`config.mk`:
```
export PLATFORM = sky130hd
export DESIGN_NAME = spi_packet_master
export DESIGN_NICKNAME = d
export VERILOG_FILES = /design/src/rtl/spi_packet_master.sv
export SDC_FILE = /design/constraint.sdc
export NUM_CORES = 1
export LEC_CHECK = 0
export BUFFER_PORTS_ARGS = -buffer_cell sky130_fd_sc_hd__buf_2
export CAP_MARGIN = 20
export CORE_ASPECT_RATIO = 1.5
export CORE_MARGIN = 5
export CORE_UTILIZATION = 54
export DETAILED_ROUTE_END_ITERATION = 6
export GPL_ROUTABILITY_DRIVEN = 0
export PLACE_DENSITY = 0.84
export SETUP_SLACK_MARGIN = 0.05
export SLEW_MARGIN = 20
export SYNTH_ARGS = -nofsm -noshare
export SYNTH_HDL_FRONTEND = slang
export SYNTH_SLANG_ARGS = --single-unit
```
`constraint.sdc`:
```
create_clock -name clk -period 3.8 [get_ports clk]
set_input_delay 0.38 -clock clk [delete_from_list [all_inputs] [get_ports clk]]
set_output_delay 0.38 -clock clk [all_outputs]
set_load 0.03 [all_outputs]
```
`src/rtl/spi_packet_master.sv`:
```
// SPI mode-0 packet master: one CS-framed packet of 1..MAX_BYTES bytes, MSB-first, full duplex.
// Optional build macro SPI_MASTER_LOOPBACK_EN adds a loopback input (MISO sampled from the internal MOSI register).
`timescale 1ns/1ps
module spi_packet_master #(
    parameter int CLK_FREQ      = 25000000,
    parameter int SPI_FREQ      = 2500000,
    parameter int MAX_BYTES     = 9,
    parameter int CS_GAP_CYCLES = 10
) (
    input  logic       clk,
    input  logic       rst,
    input  logic       start,
    input  logic [3:0] num_bytes,
    input  logic [7:0] tx_byte,
    output logic       tx_req,
    output logic [7:0] rx_byte,
    output logic       rx_valid,
    output logic       busy,
    output logic       done,
    output logic       spi_clk,
    output logic       spi_mosi,
    input  logic       spi_miso,
    output logic       spi_cs
`ifdef SPI_MASTER_LOOPBACK_EN
    ,
    input  logic       loopback
`endif
);

    localparam int H       = CLK_FREQ / (2 * SPI_FREQ);
    localparam int CNT_MAX = (2 * H > CS_GAP_CYCLES) ? 2 * H : CS_GAP_CYCLES;
    localparam int CW      = $clog2(CNT_MAX + 1);

    localparam logic [CW-1:0] LEAD_LAST = CW'(2 * H - 1);
    localparam logic [CW-1:0] HALF_LAST = CW'(H - 1);
    localparam logic [CW-1:0] REQ_AT    = CW'(H - 2);
    localparam logic [CW-1:0] GAP_LAST  = CW'(CS_GAP_CYCLES - 1);
    localparam logic [CW-1:0] DONE_AT   = CW'(CS_GAP_CYCLES - 2);
    localparam bit            GAP_ONE   = (CS_GAP_CYCLES == 1);
    localparam logic [3:0]    MAX_LEN   = 4'(MAX_BYTES);

    typedef enum logic [2:0] {IDLE, LEAD, BIT_LO, BIT_HI, TRAIL, GAP} state_t;

    state_t          state_q;
    logic [CW-1:0]   cnt_q;
    logic [2:0]      bit_q;
    logic [3:0]      byte_q;
    logic [3:0]      len_q;
    logic [6:0]      tx_sh_q;
    logic [6:0]      rx_sh_q;
    logic            load_pend_q;
    logic            cs_q, sclk_q, mosi_q, busy_q, done_q, tx_req_q, rx_valid_q;
    logic [7:0]      rx_byte_q;
    logic            miso_meta_q, miso_sync_q;
    logic            miso_d;
    logic [3:0]      len_d;
    logic            last_byte;

    assign len_d     = (num_bytes > MAX_LEN) ? MAX_LEN : num_bytes;
    assign last_byte = (byte_q == (len_q - 4'd1));

    always_ff @(posedge clk or posedge rst) begin
        if (rst) begin
            miso_meta_q <= 1'b0;
            miso_sync_q <= 1'b0;
        end else begin
            miso_meta_q <= spi_miso;
            miso_sync_q <= miso_meta_q;
        end
    end

`ifdef SPI_MASTER_LOOPBACK_EN
    assign miso_d = loopback ? mosi_q : miso_sync_q;
`else
    assign miso_d = miso_sync_q;
`endif

    always_ff @(posedge clk or posedge rst) begin
        if (rst) begin
            state_q     <= IDLE;
            cnt_q       <= '0;
            bit_q       <= 3'd7;
            byte_q      <= '0;
            len_q       <= '0;
            tx_sh_q     <= '0;
            rx_sh_q     <= '0;
            load_pend_q <= 1'b0;
            cs_q        <= 1'b1;
            sclk_q      <= 1'b0;
            mosi_q      <= 1'b0;
            busy_q      <= 1'b0;
            done_q      <= 1'b0;
            tx_req_q    <= 1'b0;
            rx_valid_q  <= 1'b0;
            rx_byte_q   <= '0;
        end else begin
            done_q     <= 1'b0;
            tx_req_q   <= 1'b0;
            rx_valid_q <= 1'b0;
            cnt_q      <= cnt_q + 1'b1;
            case (state_q)
                IDLE: begin
                    cnt_q <= '0;
                    if (start && num_bytes != 4'd0) begin
                        state_q <= LEAD;
                        cs_q    <= 1'b0;
                        busy_q  <= 1'b1;
                        mosi_q  <= tx_byte[7];
                        tx_sh_q <= tx_byte[6:0];
                        len_q   <= len_d;
                        byte_q  <= '0;
                        bit_q   <= 3'd7;
                    end
                end
                LEAD: begin
                    if (cnt_q == LEAD_LAST) begin
                        state_q <= BIT_LO;
                        cnt_q   <= '0;
                    end
                end
                BIT_LO: begin
                    // Next byte arrives one cycle after tx_req, inside this low phase.
                    if (load_pend_q) begin
                        mosi_q      <= tx_byte[7];
                        tx_sh_q     <= tx_byte[6:0];
                        load_pend_q <= 1'b0;
                    end
                    if (cnt_q == HALF_LAST) begin
                        state_q <= BIT_HI;
                        cnt_q   <= '0;
                        sclk_q  <= 1'b1;
                    end
                end
                BIT_HI: begin
                    if (bit_q == 3'd0 && cnt_q == REQ_AT && !last_byte)
                        tx_req_q <= 1'b1;
                    if (cnt_q == HALF_LAST) begin
                        cnt_q   <= '0;
                        sclk_q  <= 1'b0;
                        rx_sh_q <= {rx_sh_q[5:0], miso_d};
                        bit_q   <= bit_q - 3'd1;
                        if (bit_q != 3'd0) begin
                            state_q <= BIT_LO;
                            mosi_q  <= tx_sh_q[6];
                            tx_sh_q <= {tx_sh_q[5:0], 1'b0};
                        end else begin
                            rx_byte_q  <= {rx_sh_q, miso_d};
                            rx_valid_q <= 1'b1;
                            if (last_byte) begin
                                state_q <= TRAIL;
                            end else begin
                                state_q     <= BIT_LO;
                                byte_q      <= byte_q + 4'd1;
                                load_pend_q <= 1'b1;
                            end
                        end
                    end
                end
                TRAIL: begin
                    if (cnt_q == HALF_LAST) begin
                        state_q <= GAP;
                        cnt_q   <= '0;
                        cs_q    <= 1'b1;
                        mosi_q  <= 1'b0;
                        if (GAP_ONE) begin
                            done_q <= 1'b1;
                            busy_q <= 1'b0;
                        end
                    end
                end
                GAP: begin
                    // done/busy are registered, so they are set one cycle ahead of the last gap cycle.
                    if (!GAP_ONE && cnt_q == DONE_AT) begin
                        done_q <= 1'b1;
                        busy_q <= 1'b0;
                    end
                    if (cnt_q == GAP_LAST) begin
                        state_q <= IDLE;
                        cnt_q   <= '0;
                    end
                end
                default: state_q <= IDLE;
            endcase
        end
    end

    assign tx_req   = tx_req_q;
    assign rx_byte  = rx_byte_q;
    assign rx_valid = rx_valid_q;
    assign busy     = busy_q;
    assign done     = done_q;
    assign spi_clk  = sclk_q;
    assign spi_mosi = mosi_q;
    assign spi_cs   = cs_q;

endmodule

```
==> results.rst <==
.. list-table::
   :header-rows: 1

   * - Metric
     - Value
   * - Crit path cell chain
     - nand3b_1 > buf_4 > nand2b_1 > nor2_8 > mux2_2
   * - Synth Net Count
     - 256
   * - Fillcell total
     - 369
   * - Result of the run
     - completed
   * - Largest net degree at the start of global routing
     - 51
   * - Kind of end point of the critical path
     - register
   * - Combined area of all synthesized cells
     - 2450 um2
   * - Reg-to-reg endpoint
     - rx_byte[4]$_DFFE_PP0P_
   * - Vias in the first global route
     - 1,742
   * - Fin cells
     - 310
   * - Setup repair after global routing missed its margin
     - no
   * - Final critical-path setup slack
     - 1.63 ns
   * - Number of synthesized flops with an enable pin
     - 0
   * - Horizontal die dimension
     - 65.0 um
   * - Clock tree from TritonCTS
     - built
   * - Quantity of I/O buffers inserted on ports
     - 30
   * - I/O pin count
     - 31
   * - Worst hold path cell count
     - 1
   * - Detailed-route via count
     - 1,729
   * - Origin of the critical flop-to-flop path
     - state_q[2]$_DFFE_PP0P_
   * - Worst max-slew margin expressed relative to the limit
     - 44.6%
   * - Power density over cell area
     - 650 nW/um2
   * - Final sum of negative setup slack
     - 0 ns
   * - Area used by sequential logic in the layout
     - 1260 um2
   * - Post-Place Cell Area
     - 2610 um2
   * - Area delta synth->final
     - 11.4%
   * - Most common flop cell mapped by yosys
     - sky130_fd_sc_hd__dfrtp_1
   * - GRT Util Overall
     - 16.5%
   * - Async set-or-reset flop fraction in the synthesized netlist
     - 100%
   * - DRT Pass-1 Iters
     - 4
   * - Startpoint of the most critical hold path
     - spi_miso
   * - Sequential share of the synthesized area
     - 51.3%
   * - Ys Warns
     - 0
   * - Antenna violations before repair
     - 0
   * - Total global routing overflow
     - 0
   * - Clk root buf
     - sky130_fd_sc_hd__clkbuf_8
   * - Largest fanout on the critical path
     - 14
   * - CP max-delay cell
     - sky130_fd_sc_hd__dfrtp_1
   * - Clock H-tree levels
     - 2
   * - Num Clock Sinks
     - 50
   * - Remaining design rule violation count
     - 0
   * - Commonest cells after routing, fill and taps aside
     - 46 x sky130_fd_sc_hd__dfrtp_1, 44 x sky130_fd_sc_hd__nand2_1, 30 x sky130_fd_sc_hd__buf_2
   * - Fraction of final layout cells with drive strength greater than 1
     - 25.6%
   * - Post-layout instance area
     - 2730 um2
   * - Count of instances resized after the clock tree is built
     - 0
   * - Half-perimeter wire length after placement
     - 3.15 mm
   * - Pre-CTS setup slack
     - 1.65 ns
   * - Static leakage
     - 1.42 nW
   * - End-of-flow core utilization
     - 61.1%
   * - Buffer count from post-CTS setup fixing
     - 0
   * - Area used by multi-input combinational logic
     - 1100 um2
   * - Routed length per placed instance
     - 14.0 um
   * - Clock Path Buffers
     - 2
   * - Final net count
     - 284
   * - Worst-case register-to-register setup slack
     - 1.63 ns
   * - Die Outline Area
     - 6010 um2
   * - Worst Path Buf+Inv
     - 1
   * - Global-route wire length before repair
     - 7.73 mm
   * - Clock tree skew after final layout
     - 0.00752 ns
   * - CP startpoint kind
     - register
   * - Highest clock frequency the design can meet
     - 0.461 GHz
   * - Most common library cell in the layout ignoring fill and taps
     - sky130_fd_sc_hd__dfrtp_1
   * - Cts hold-fix bufs
     - 0
   * - Placement row count
     - 30
   * - Depth of the worst register-to-register path
     - 5
   * - Register bit count reported by yosys
     - 50
   * - Core ar.
     - 4470 um2
   * - Antenna cells
     - 0
   * - Worst stage delay on the critical path
     - 0.54 ns
   * - Slew at the pin closest to its max-slew limit
     - 0.831 ns
   * - Peak supply drop
     - 0.281 mV
   * - Detail Route Antenna Nets
     - 0
   * - Skew-Pair Late Insertion Delay
     - 0.31 ns
   * - Number of distinct standard cells referenced by the synthesized netlist
     - 45
   * - Mapped Cells
     - 233
   * - Hold worst-path end
     - miso_meta_q$_DFF_PP0_
   * - Hold/Removal Path Class
     - in2reg
   * - Start-to-end type of the worst setup path
     - reg2reg
   * - Routed WL
     - 4.35 mm
   * - Average instance area after synthesis
     - 10.5 um2
   * - Number of endpoints with negative hold slack in the final report
     - 0
   * - Final total power
     - 1.77 mW
   * - First-iteration detailed-routing DRC count
     - 57
   * - Starting Density
     - 54.8%
   * - Worst-case hold slack
     - 0.170 ns
   * - Placed cell count
     - 302
   * - Req. time, crit path
     - 4.01 ns
   * - Num CTS Buffers
     - 5
   * - Finish-stage setup viols
     - 0
   * - Max-slew violation count
     - 0
   * - Dominant delay contributor by cell family on the critical path
     - simple AND/OR/NAND/NOR gates
   * - Height of the die
     - 92.5 um
   * - Crit share post-route
     - 57.0%
   * - Post-layout minimum cycle time
     - 2.17 ns
   * - Critical path data arrival time
     - 2.37 ns
   * - Via count normalized by instance count
     - 5.58
   * - Max-cap viol count
     - 0
   * - Clock-pin slew on the worst setup and hold paths
     - 0.10 ns
==> sequential cells by signal (all words and copies together) (netlist names) <==
register     flops
miso_d           1
tx_req           1
rx_sh_q          7
spi_mosi         1
spi_clk          1
cnt_q            4
miso_meta_q      1
rx_valid         1
busy             1
bit_q            3
done             1
load_pend_q      1
state_q          3
spi_cs           1
rx_byte          8
tx_sh_q          7
len_q            4
byte_q           4
==> cells by family after synthesis <==
logic type / Yosys count / share of synthesized area [%]
simple gates: 90 / 18.3
flops: 50 / 51.3
compound gates: 41 / 11.7
buf+inv: 19 / 3.73
mux: 18 / 7.87
xor+xnor: 8 / 3.47
fa+ha+maj: 7 / 3.57
==> area by class of cell <==
class / instances / area share, %
multi-input cells: 164 / 40.4
flip-flops and latches: 50 / 46.0
clock inverters: 3 / 1.79
inverters: 9 / 1.28
repair buffers: 31 / 5.78
well taps: 48 / 2.20
clock buffers: 5 / 2.52
==> power breakdown <==
group	switching (mW)	total, mW	internal, mW
Combinational	0.353	0.606	0.253
Sequential	0.119	0.780	0.662
Clock	0.188	0.388	0.201
Total	0.660	1.77	1.12
==> layer usage <==
metal  track usage, %  vias up  share of wire (%)
met1             18.3      837                 39
met4             8.47        0                2.2
met5                0        -                  0
met3             3.40        9                3.8
li1                 -      848                  -
met2             29.0       35                 55
==> synthesized netlist by cell type (2+ instances only) <==
cell                       number  area, um2
sky130_fd_sc_hd__nor2b_1        5       31.3
sky130_fd_sc_hd__nand2b_1       7       43.8
sky130_fd_sc_hd__and4_1         2       17.5
sky130_fd_sc_hd__nor2_1        14       52.6
sky130_fd_sc_hd__a31oi_1        2       12.5
sky130_fd_sc_hd__o22ai_1        2       12.5
sky130_fd_sc_hd__inv_1          9       33.8
sky130_fd_sc_hd__mux2_2        10        113
sky130_fd_sc_hd__nor3_1         4       20.0
sky130_fd_sc_hd__o211ai_2       2       25.0
sky130_fd_sc_hd__ha_1           7       87.6
sky130_fd_sc_hd__clkbuf_1       3       11.3
sky130_fd_sc_hd__nand2_1       44        165
sky130_fd_sc_hd__buf_4          2       15.0
sky130_fd_sc_hd__nand3_1        3       15.0
sky130_fd_sc_hd__buf_2          4       20.0
sky130_fd_sc_hd__a21oi_1        8       40.0
sky130_fd_sc_hd__mux2i_1        8       80.1
sky130_fd_sc_hd__o21a_1         2       15.0
sky130_fd_sc_hd__o21ai_0        9       45.0
sky130_fd_sc_hd__xnor2_1        4       35.0
sky130_fd_sc_hd__dfstp_2        4        105
sky130_fd_sc_hd__nand3b_1       2       15.0
sky130_fd_sc_hd__o21ai_2        4       35.0
sky130_fd_sc_hd__o21ai_1        4       20.0
sky130_fd_sc_hd__xor2_1         3       26.3
sky130_fd_sc_hd__dfrtp_1       46       1150
sky130_fd_sc_hd__a32o_1         2       20.0
==> how the worst max path moves through the flow <==
stage	from	cells past startpoint	slack, ns	endpoint
after floorplan	bit_q[0]$_DFFE_PP1P_	8	1.99	tx_sh_q[1]$_DFFE_PP0P_
after global placement	state_q[0]$_DFFE_PP0P_	5	1.70	rx_byte[2]$_DFFE_PP0P_
after detailed placement	state_q[0]$_DFFE_PP0P_	5	1.65	rx_byte[1]$_DFFE_PP0P_
after CTS	state_q[0]$_DFFE_PP0P_	5	1.63	rx_byte[4]$_DFFE_PP0P_
after global routing	state_q[0]$_DFFE_PP0P_	5	1.51	rx_byte[0]$_DFFE_PP0P_
final	state_q[2]$_DFFE_PP0P_	5	1.63	rx_byte[4]$_DFFE_PP0P_
Note: power is estimated with default switching activity, not from simulation.
